<file path="src/rtl/ps2_host_tx.sv">
// PS/2 host-to-device command transmitter: inhibit, request-to-send, 8 data bits,
// odd parity and stop, then the device ACK, over open-drain clock/data pads.
module ps2_host_tx #(
    parameter int unsigned INHIBIT_CYCLES = 5000,
    parameter int unsigned TIMEOUT_CYCLES = 750000
) (
    input  logic       clk,
    input  logic       rst,
    input  logic [7:0] tx_data,
    input  logic       tx_valid,
    output logic       tx_ready,
    output logic       tx_done,
    output logic       tx_error,
    input  logic       ps2_clk_in,
    input  logic       ps2_data_in,
    output logic       ps2_clk_oe,
    output logic       ps2_data_oe
);

    localparam int unsigned IW = $clog2(INHIBIT_CYCLES + 1);
    localparam int unsigned TW = $clog2(TIMEOUT_CYCLES + 1);
    // INHIBIT exits one cycle early so that, with the RELEASE cycle, the clock
    // is held low for exactly INHIBIT_CYCLES cycles.
    localparam logic [IW-1:0] INH_LAST = IW'((INHIBIT_CYCLES > 1) ? INHIBIT_CYCLES - 2 : 0);
    localparam logic [TW-1:0] TO_LAST  = TW'(TIMEOUT_CYCLES - 1);

    typedef enum logic [2:0] {
        S_IDLE,
        S_INHIBIT,
        S_RELEASE,
        S_SEND,
        S_ACK,
        S_WAIT_IDLE
    } state_t;

    state_t state, state_n;

    logic          clk_meta, clk_sync, clk_prev;
    logic          data_meta, data_sync;
    logic          clk_fall;

    logic [IW-1:0] inh_cnt, inh_cnt_n;
    logic [TW-1:0] to_cnt, to_cnt_n;
    logic [3:0]    bit_cnt, bit_cnt_n;
    logic [7:0]    shreg, shreg_n;
    logic          parity, parity_n;
    logic          clk_oe_q, clk_oe_n;
    logic          data_oe_q, data_oe_n;
    logic          done_q, done_n;
    logic          err_q, err_n;

    // Synchronizers reset to the idle-high bus level so no spurious fall appears.
    always_ff @(posedge clk or posedge rst) begin
        if (rst) begin
            clk_meta  <= 1'b1;
            clk_sync  <= 1'b1;
            clk_prev  <= 1'b1;
            data_meta <= 1'b1;
            data_sync <= 1'b1;
        end else begin
            clk_meta  <= ps2_clk_in;
            clk_sync  <= clk_meta;
            clk_prev  <= clk_sync;
            data_meta <= ps2_data_in;
            data_sync <= data_meta;
        end
    end

    assign clk_fall = clk_prev & ~clk_sync;

    always_ff @(posedge clk or posedge rst) begin
        if (rst) begin
            state     <= S_IDLE;
            inh_cnt   <= '0;
            to_cnt    <= '0;
            bit_cnt   <= '0;
            shreg     <= '0;
            parity    <= 1'b0;
            clk_oe_q  <= 1'b0;
            data_oe_q <= 1'b0;
            done_q    <= 1'b0;
            err_q     <= 1'b0;
        end else begin
            state     <= state_n;
            inh_cnt   <= inh_cnt_n;
            to_cnt    <= to_cnt_n;
            bit_cnt   <= bit_cnt_n;
            shreg     <= shreg_n;
            parity    <= parity_n;
            clk_oe_q  <= clk_oe_n;
            data_oe_q <= data_oe_n;
            done_q    <= done_n;
            err_q     <= err_n;
        end
    end

    always_comb begin
        state_n   = state;
        inh_cnt_n = inh_cnt;
        to_cnt_n  = to_cnt;
        bit_cnt_n = bit_cnt;
        shreg_n   = shreg;
        parity_n  = parity;
        clk_oe_n  = clk_oe_q;
        data_oe_n = data_oe_q;
        done_n    = 1'b0;
        err_n     = 1'b0;

        case (state)
            S_IDLE: begin
                if (tx_valid) begin
                    shreg_n   = tx_data;
                    parity_n  = ~^tx_data;
                    clk_oe_n  = 1'b1;
                    inh_cnt_n = '0;
                    state_n   = S_INHIBIT;
                end
            end

            S_INHIBIT: begin
                if (inh_cnt >= INH_LAST) begin
                    data_oe_n = 1'b1;
                    state_n   = S_RELEASE;
                end else begin
                    inh_cnt_n = inh_cnt + 1'b1;
                end
            end

            S_RELEASE: begin
                clk_oe_n  = 1'b0;
                bit_cnt_n = '0;
                to_cnt_n  = '0;
                state_n   = S_SEND;
            end

            S_SEND, S_ACK, S_WAIT_IDLE: begin
                // The timeout overrides any bit activity in the same cycle.
                if (to_cnt == TO_LAST) begin
                    clk_oe_n  = 1'b0;
                    data_oe_n = 1'b0;
                    err_n     = 1'b1;
                    state_n   = S_IDLE;
                end else begin
                    to_cnt_n = (to_cnt == '1) ? to_cnt : to_cnt + 1'b1;
                    case (state)
                        S_SEND: begin
                            if (clk_fall) begin
                                bit_cnt_n = bit_cnt + 1'b1;
                                if (bit_cnt < 4'd8) begin
                                    data_oe_n = ~shreg[bit_cnt[2:0]];
                                end else if (bit_cnt == 4'd8) begin
                                    data_oe_n = ~parity;
                                end else begin
                                    data_oe_n = 1'b0;
                                    state_n   = S_ACK;
                                end
                            end
                        end
                        S_ACK: begin
                            if (clk_fall) begin
                                if (!data_sync) begin
                                    state_n = S_WAIT_IDLE;
                                end else begin
                                    err_n   = 1'b1;
                                    state_n = S_IDLE;
                                end
                            end
                        end
                        default: begin
                            if (clk_sync && data_sync) begin
                                done_n  = 1'b1;
                                state_n = S_IDLE;
                            end
                        end
                    endcase
                end
            end

            default: begin
                clk_oe_n  = 1'b0;
                data_oe_n = 1'b0;
                state_n   = S_IDLE;
            end
        endcase
    end

    assign tx_ready    = (state == S_IDLE);
    assign tx_done     = done_q;
    assign tx_error    = err_q;
    assign ps2_clk_oe  = clk_oe_q;
    assign ps2_data_oe = data_oe_q;

endmodule
</file>
<file path="config.mk">
export PLATFORM = sky130hd
export DESIGN_NAME = ps2_host_tx
export DESIGN_NICKNAME = d
export VERILOG_FILES = /design/src/rtl/ps2_host_tx.sv
export SDC_FILE = /design/constraint.sdc
export NUM_CORES = 1
export LEC_CHECK = 0
export ABC_AREA = 1
export CAP_MARGIN = 20
export CORE_MARGIN = 4
export CORE_UTILIZATION = 65
export CTS_CLUSTER_SIZE = 16
export DETAILED_ROUTE_END_ITERATION = 10
export GPL_TIMING_DRIVEN = 0
export HOLD_SLACK_MARGIN = 0.12
export PLACE_DENSITY = 0.84
export SLEW_MARGIN = 10
export SYNTH_ARGS = -nofsm -noshare
export SYNTH_HDL_FRONTEND = slang
export SYNTH_SLANG_ARGS = --single-unit
</file>
<file path="constraint.sdc">
create_clock -name clk -period 3.4 [get_ports clk]
set_input_delay 0.85 -clock clk [delete_from_list [all_inputs] [get_ports clk]]
set_output_delay 0.85 -clock clk [all_outputs]
set_load 0.005 [all_outputs]
</file>
Word level (Yosys, flattened, before mapping)
Cells that the tools add are included.
{ "classes": {"add_sub_neg": 3, "n_lt_le_gt_ge": 3, "n_eq_ne": 23, "mux": 42, "bitwise": 6, "reduce_logical": 15} }
{ "ops": {"columns": ["operator", "count"], "rows": [
  ["== test 20 bit (second input constant)", 2],
  ["2-to-1 mux 20 bit", 2],
  ["one-hot mux 20 bit (2 select lines)", 1],
  ["2-to-1 mux 3 bit", 9],
  ["2-to-1 mux 13 bit", 2],
  ["one-hot mux 13 bit (2 select lines)", 1],
  ["adder 20 x 1 -> 20 bit (second input constant)", 1],
  ["2-to-1 mux 1 bit", 18],
  ["!= test 2 bit (second input constant)", 8],
  ["!= test 4 bit (second input constant)", 4],
  ["adder 13 x 1 -> 13 bit (second input constant)", 1],
  ["greater-or-equal comparator 13 bit (second input constant)", 1],
  ["2-to-1 mux 4 bit", 3],
  ["one-hot mux 3 bit (4 select lines)", 1],
  ["AND reduction 3 bit", 3],
  ["one-hot mux 4 bit (2 select lines)", 1],
  ["AND reduction 4 bit", 2],
  ["XNOR reduction 8 bit", 1],
  ["AND reduction 7 bit", 1],
  ["== test 3 x 2 -> 1 bit (second input constant)", 2],
  ["== test 3 bit (second input constant)", 2],
  ["!= test 3 bit (second input constant)", 2],
  ["one-hot mux 1 bit (3 select lines)", 2],
  ["one-hot mux 3 bit (2 select lines)", 1],
  ["15 further kinds", 21]
]} }
{ "word_totals": {"register_bits": 58, "in_bits": 13, "out_inout_bits": 5, "word_cells": 107} }

Depth between registers and ports, before layout
Gate-level depths: netlist (run 1).
{ "logic_depth": {"word_depth": 8, "depth_mapped": 11, "ltp_nobuf": 11} }

Worst setup path after synthesis (run 1)
No wires, ideal clock.
{ "synth_path": {"path_type": "flip-flop to flip-flop", "startpoint": "reg to_cnt[0]", "endpoint": "reg to_cnt[1]", "setup_ns": 0.126, "arrival_ns": 1.461, "t_required_ns": 3.274, "slack_ns": 1.813, "stages_incl_launch_ff": 10, "path_buffers": 1, "synth_period_minus_slack_ns": 1.587, "path_cell_list": "dfrtp_1 > ha_1 > nand3_1 > nor2_1 > nand3_2 > nand2_2 > nand2_2 > nand2_4 > buf_8 > o21ai_0"} }
{ "synth_via": {"elab_chain_len": 4, "elab_cells_between_ends": 9, "cone_classes": "1 x add/sub; 4 x eq/ne; 3 x mux; 1 x reduce/logical"} }
{ "synth_rtl": {"columns": ["item", "line", "rtl"], "rows": [
  ["from (decl)", "43", "logic [TW-1:0] to_cnt, to_cnt_n;"],
  ["from (signal assigned)", "86", "to_cnt <= to_cnt_n;"],
  ["adder 20 x 1 -> 20 bit", "144", "to_cnt_n = (to_cnt == '1) ? to_cnt : to_cnt + 1'b1;"],
  ["2-to-1 mux 20 bit", "144", null],
  ["2-to-1 mux 20 bit", "138", "if (to_cnt == TO_LAST) begin"],
  ["one-hot mux 20 bit (2 select lines)", "109", "case (state)"]
]} }
Several ways; a longest one is shown, not always the timed one. The select of a mux whose other input is x is not followed.
A chain may end at the register's enable or synchronous reset.

Final worst setup path (run 1)
{ "layout_path": {"startpoint": "reg state[2]", "endpoint": "out tx_ready"} }
{ "layout_via": {"elab_chain_len": 1} }
{ "layout_rtl": {"columns": ["item", "line", "rtl"], "rows": [
  ["from (decl)", "36", "state_t state, state_n;"],
  ["from (signal assigned)", "84", "state <= state_n;"],
  ["logical NOT 3 bit", "187", "assign tx_ready = (state == S_IDLE);"],
  ["to (decl)", "11", "output logic tx_ready,"]
]} }
Every way passes these cells.

==> reports/metrics.cfg, run 1 <==
[status]
outcome = finished clean

[worst_setup_path]
crit_arrival_ns = 1.64
reg2reg_depth = 10
worst_ep_required_time_ns = 2.55
startpoint_type = register
end_kind = output pin
critical_path_class = register to output pin
cp_max_fo = 6
r2r_start = to_cnt[0]$_DFFE_PP0P_
startpoint = state[2]$_DFFE_PP0P_

[sta]
max_clock_freq_mhz = 401
fin_skew_ns = 0.00976
fin_setup_tns_ns = 0
setup_viol = 0
worst_slew_pin_slew_ns = 0.548
fin_crit_sh = 0.734
hold_viol = 0
slew_headroom = 0.634
slew_violations = 0
min_period_ns = 2.49
rsz0062_at_grt = no
setup_ws_ns = 0.906

[clock_tree]
post_cts_buffers = 0
post_cts_resized = 0
clkSinkCount = 58
insertion_delay_ns = 0.33
root_buffer = clkbuf_8
htree_num_levels = 3
clk_path_buf_depth = 2
clk_pin_slew_worst_paths_ns = 0.07
cts_buffers = 9
postCtsHoldBufs = 0
cts_tree = built

[yosys]
postSynthNetCount = 533
yosysTopAreaCell = dfrtp_1
avgSynthCellArea_um2 = 6.98
synth-async-reset-ratio = 1.00
ys_seq_area_frac = 0.405
ys_warn_count = 0
synth_edf_count = 0
synth_area_um2 = 3590
synth_top_area_share = 0.369
ys_dominant_reg_cell = dfrtp_1
synth_area_leaders = dfrtp_1 (37%), nand2_1 (15%), nand3_1 (7.1%)
synth_cell_types = 29
synth-seq-cells = 58
synthCells = 515

[placed_design]
routabilityCongestion = 0.995
pre_cts_ws_ns = 1.11
place_hpwl_um = 6580
port_buffers = 17

[worst_hold_path]
worstHoldStart = clk_meta$_DFF_PP1_
hp-class = register to register
holdPathStages = 0

[detailed_routing]
ant_nets = 0
vias_per_cell = 5.75
drt_iter0_markers = 394
drc = 0
routed_wl_um = 9040
vias = 3558
wl_per_cell_um = 14.6
firstDrtPassIters = 7

[pwr]
p_leak_nw = 1.86
ir_worst_vdd_mv = 0.451
p_total_mw = 2.52
p_per_area_nw_per_um2 = 620

[layout]
area_growth_pct = 13.3
antenna_cells = 0
fillers = 390
layout_common_cells = nand2_1 (147), nor2_1 (60), inv_1 (54), dfrtp_1 (53), nand3_1 (51)
final_common_cell = nand2_1
nNetsFinal = 562
drive_gt1_frac = 0.0911

[floorplan]
placementRows = 26
io_pins = 18
coreArea_um2 = 5240
start_util = 0.686
fp.dieW_um = 82.4
fp.dieH_um = 82.4
die_area_um2 = 6780

[global_routing]
grt_start_max_net_pins = 35
grt.overflow.total = 0
grt_pass1_vias = 3404
antenna_found_initial = 0
grt_pass1_wl_um = 15200
grt_usage = 0.295

[run]
drv_cap = 0

[flip-flops by register name, summed over array words and instances (netlist names)]
register	flops
to_cnt	20
inh_cnt	13
shreg	8
bit_cnt	4
state	3
clk_meta	1
clk_prev	1
clk_sync	1
data_meta	1
data_sync	1
parity	1
ps2_clk_oe	1
ps2_data_oe	1
tx_done	1
tx_error	1
[final timing paths]
| path | slack, ns | end |
|---|---|---|
| max in group asynchronous | 1.86 | data_sync$_DFF_PP1_ |
| max reg2reg | 1.42 | to_cnt[8]$_DFFE_PP0P_ |
| min reg2reg | 0.36 | clk_sync$_DFF_PP1_ |
| max | 0.91 | tx_ready |
| min in group asynchronous | 0.89 | inh_cnt[7]$_DFFE_PP0P_ |
| min | 0.36 | clk_sync$_DFF_PP1_ |
[cell type report]
| type | instances | area [um2] | area share |
|---|---|---|---|
| Multi-Input combinational cell | 383 | 1810 | 0.445 |
| Sequential cell | 58 | 1460 | 0.358 |
| Inverter | 59 | 221 | 0.0544 |
| Timing Repair Buffer | 18 | 190 | 0.0467 |
| Clock buffer | 13 | 159 | 0.0390 |
| Buffer | 15 | 103 | 0.0252 |
| Tap cell | 70 | 87.6 | 0.0215 |
| Clock inverter | 3 | 40.0 | 0.00983 |
[power by group]
| group | switching [mW] | internal [mW] | leakage [nW] |
|---|---|---|---|
| combinational | 0.659 | 0.331 | 0.990 |
| sequential | 0.0823 | 0.804 | 0.768 |
| clock | 0.269 | 0.377 | 0.103 |
| total | 1.01 | 1.51 | 1.86 |
[critical path, cell delays in order (launching register included)]
cell and delay [ns]:
dfrtp_1 0.45, nor2_1 0.18, nand2_1 0.10, inv_1 0.09
clkdlybuf4s50_1 0.50
[cells by family (layout without fill, tap and decap cells)]
group           after synthesis  in the layout  share of synthesized area
simple gates                302            302                      0.363
compound gates               61             61                     0.0874
fa+ha+maj                     5              5                     0.0174
buf+inv                      74            108                     0.0901
flops                        58             58                      0.406
xor+xnor                     15             15                     0.0365
[cells in the mapped netlist (7+ instances only)]
master / n
buf_2: 7
dfrtp_1: 53
a21oi_1: 10
xnor2_1: 7
nor3_1: 10
xor2_1: 8
nand3_1: 51
nand2_1: 147
nand4_1: 20
inv_1: 55
o21ai_1: 15
o21ai_0: 33
nor2_1: 60
[stage by stage]
| stage | hold slack, ns | instance area [um2] | std cells | util |
|---|---|---|---|---|
| floorplan | 0.345 | 3590 | 515 | - |
| global placement | 0.345 | 3850 | 602 | 0.736 |
| detailed placement | 0.347 | 3870 | 603 | 0.739 |
| CTS | 0.356 | 4070 | 619 | 0.777 |
| global route | 0.364 | 4070 | 619 | 0.777 |
| finish | 0.356 | 4070 | 619 | 0.777 |
[layer usage]
| metal | GRT usage | share of wire | up-vias |
|---|---|---|---|
| met5 | 0 | 0 | - |
| met4 | 0.101 | 0.017 | 0 |
| met3 | 0.0705 | 0.092 | 18 |
| met2 | 0.462 | 0.45 | 170 |
| met1 | 0.400 | 0.44 | 1647 |
| li1 | - | - | 1723 |
No activity file was read; power rests on OpenSTA's default activity.
==> run 2, diff against run 1 <==
--- a/config.mk
+++ b/config.mk
@@ -8,12 +8,12 @@
 export ABC_AREA = 1
 export CAP_MARGIN = 20
 export CORE_MARGIN = 4
-export CORE_UTILIZATION = 65
+export CORE_UTILIZATION = 55
 export CTS_CLUSTER_SIZE = 16
 export DETAILED_ROUTE_END_ITERATION = 10
 export GPL_TIMING_DRIVEN = 0
 export HOLD_SLACK_MARGIN = 0.12
-export PLACE_DENSITY = 0.84
+export PLACE_DENSITY = 0.76
 export SLEW_MARGIN = 10
 export SYNTH_ARGS = -nofsm -noshare
 export SYNTH_HDL_FRONTEND = slang
==> constraint.sdc (replaced) <==
create_clock -name clk -period 2 [get_ports clk]
set_input_delay 0.5 -clock clk [delete_from_list [all_inputs] [get_ports clk]]
set_output_delay 0.5 -clock clk [all_outputs]
set_load 0.005 [all_outputs]
==> reports/metrics.cfg, run 2 (synthesis gave the netlist of run 1 again) <==
[clock_tree]
insertion_delay_ns = 0.36  ; was 0.33 ns
cts_buffers = 9  ; unchanged
clk_pin_slew_worst_paths_ns = 0.06  ; was 0.07 ns
clk_path_buf_depth = 2  ; unchanged
htree_num_levels = 3  ; unchanged
cts_tree = built  ; unchanged
clkSinkCount = 58  ; unchanged
root_buffer = clkbuf_8  ; unchanged

[sta]
worst_slew_pin_slew_ns = 0.563  ; was 0.548 ns
setup_ws_ns = 0.139  ; was 0.906 ns
fin_crit_sh = 0.931
slew_headroom = 0.624  ; was 0.634
fin_setup_tns_ns = 0  ; unchanged
hold_viol = 0  ; unchanged
slew_violations = 0  ; unchanged
min_period_ns = 1.86
setup_viol = 0  ; unchanged
fin_skew_ns = 0.0152  ; was 0.00976 ns
max_clock_freq_mhz = 537

[worst_hold_path]
hp-class = register to register  ; unchanged

[worst_setup_path]
critical_path_class = register to register  ; was register to output pin
startpoint_type = register  ; unchanged
worst_ep_required_time_ns = 2.22  ; was 2.55 ns
end_kind = register  ; was output pin
cp_max_fo = 10  ; was 6
crit_arrival_ns = 2.08  ; was 1.64 ns

[pwr]
p_per_area_nw_per_um2 = 1080  ; was 620 nW/um2
p_total_mw = 4.48  ; was 2.52 mW
ir_worst_vdd_mv = 0.921  ; was 0.451 mV
p_leak_nw = 1.89  ; was 1.86 nW

[global_routing]
grt.overflow.total = 0  ; unchanged
grt_usage = 0.240  ; was 0.295
grt_start_max_net_pins = 34  ; was 35
grt_pass1_vias = 3024  ; was 3404
grt_pass1_wl_um = 14600  ; was 15200 um
antenna_found_initial = 0  ; unchanged

[detailed_routing]
firstDrtPassIters = 5  ; was 7
routed_wl_um = 8750  ; was 9040 um
vias = 3484  ; was 3558
ant_nets = 0  ; unchanged
drt_iter0_markers = 308  ; was 394
vias_per_cell = 5.53  ; was 5.75
wl_per_cell_um = 13.9  ; was 14.6 um
drc = 0  ; unchanged

[status]
outcome = finished clean  ; unchanged

[floorplan]
placementRows = 29  ; was 26
fp.dieH_um = 88.8  ; was 82.4 um
io_pins = 18  ; unchanged
fp.dieW_um = 88.8  ; was 82.4 um
coreArea_um2 = 6350  ; was 5240 um2
start_util = 0.566  ; was 0.686
die_area_um2 = 7890  ; was 6780 um2

[placed_design]
routabilityCongestion = 0.910  ; was 0.995
pre_cts_ws_ns = 0.0687  ; was 1.11 ns
place_hpwl_um = 6260  ; was 6580 um
port_buffers = 17  ; unchanged

[layout]
drive_gt1_frac = 0.108  ; was 0.0911
nNetsFinal = 566  ; was 562
antenna_cells = 0  ; unchanged
final_common_cell = nand2_1  ; unchanged
post-route-util = 0.653  ; was 0.777
largest_reg_flops = 20  ; unchanged
layout_common_cells = nand2_1 (147), nor2_1 (60), inv_1 (52), dfrtp_1 (52), nand3_1 (51)  ; was nand2_1 (147), nor2_1 (60), inv_1 (54), dfrtp_1 (53), nand3_1 (51)
area_growth_pct = 15.3  ; was 13.3%
reg.largest.list = to_cnt (20), inh_cnt (13), shreg (8)  ; unchanged
regMostFlops = to_cnt  ; unchanged

[run]
drv_cap = 0  ; unchanged

==> run 2: changes by cell type in the layout (fill, tap and decap cells not counted), moves of 2 or more <==
cell	change
buf_4	+5
inv_2	+2
inv_1	-2
clkbuf_1	-2
==> run 2: timing repair <==
item	4_1_cts	5_1_grt
pin swaps	2	0
hold buffers	0	0
setup endpoints to repair	1	34
resized for setup	3	2
setup buffers	4	1
==> run 2: layout make-up <==
cell class	instances	area, um2
clock inverters	4	73.8
flip-flops and latches	58	1460
repair buffers	23	226
multi-input cells	383	1820
plain buffers	14	98.8
clock buffers	12	155
inverters	59	221
well taps	77	96.3
fillers	566	2200
==> run 2: final timing paths <==
| kind | end | slack, ns | depth (start not counted) | from |
|---|---|---|---|---|
| worst max-delay path | to_cnt[1]$_DFFE_PP0P_ | 0.14 | 9 | to_cnt[0]$_DFFE_PP0P_ |
| worst min-delay path | clk_sync$_DFF_PP1_ | 0.36 | 0 | clk_meta$_DFF_PP1_ |
| max in group asynchronous | clk_meta$_DFF_PP1_ | 0.83 | 3 | rst |
| worst max register to register | to_cnt[1]$_DFFE_PP0P_ | 0.14 | 9 | to_cnt[0]$_DFFE_PP0P_ |
| worst min register to register | clk_sync$_DFF_PP1_ | 0.36 | 0 | clk_meta$_DFF_PP1_ |
| min in group asynchronous | to_cnt[4]$_DFFE_PP0P_ | 0.52 | 2 | rst |
==> run 2: where the power goes <==
group | switching, mW | total (mW) | leakage, nW | internal, mW
registers | 0.127 | 1.50 | 0.767 | 1.37
clock network | 0.491 | 1.26 | 0.117 | 0.770
logic | 1.12 | 1.73 | 1.01 | 0.606
total | 1.74 | 4.48 | 1.89 | 2.74
==> run 2: per-stage QoR <==
stage | std cells | cell area (um2) | hold slack (ns)
global route | 630 | 4150 | 0.360
CTS | 630 | 4140 | 0.356
finish | 630 | 4150 | 0.356
global placement | 609 | 3860 | 0.345
detailed placement | 610 | 3880 | 0.347
floorplan | 515 | 3590 | 0.345
==> run 2: worst max-delay path, cell delays in order, from the launching register on <==
cell and delay (ns):
dfrtp_2 0.42, ha_2 0.24, nand3_1 0.16, nor2_1 0.16, nand3_2 0.16, nand2_2 0.13
nand2_2 0.08, nand2_4 0.13, buf_8 0.16, o21ai_0 0.08
==> run 2: metal layers <==
metal,global-route usage,wire [um],vias up
met5,0,0,-
met4,0.0838,157,0
met3,0.0317,437,12
met2,0.348,3930,100
met1,0.367,4220,1634
li1,-,-,1738
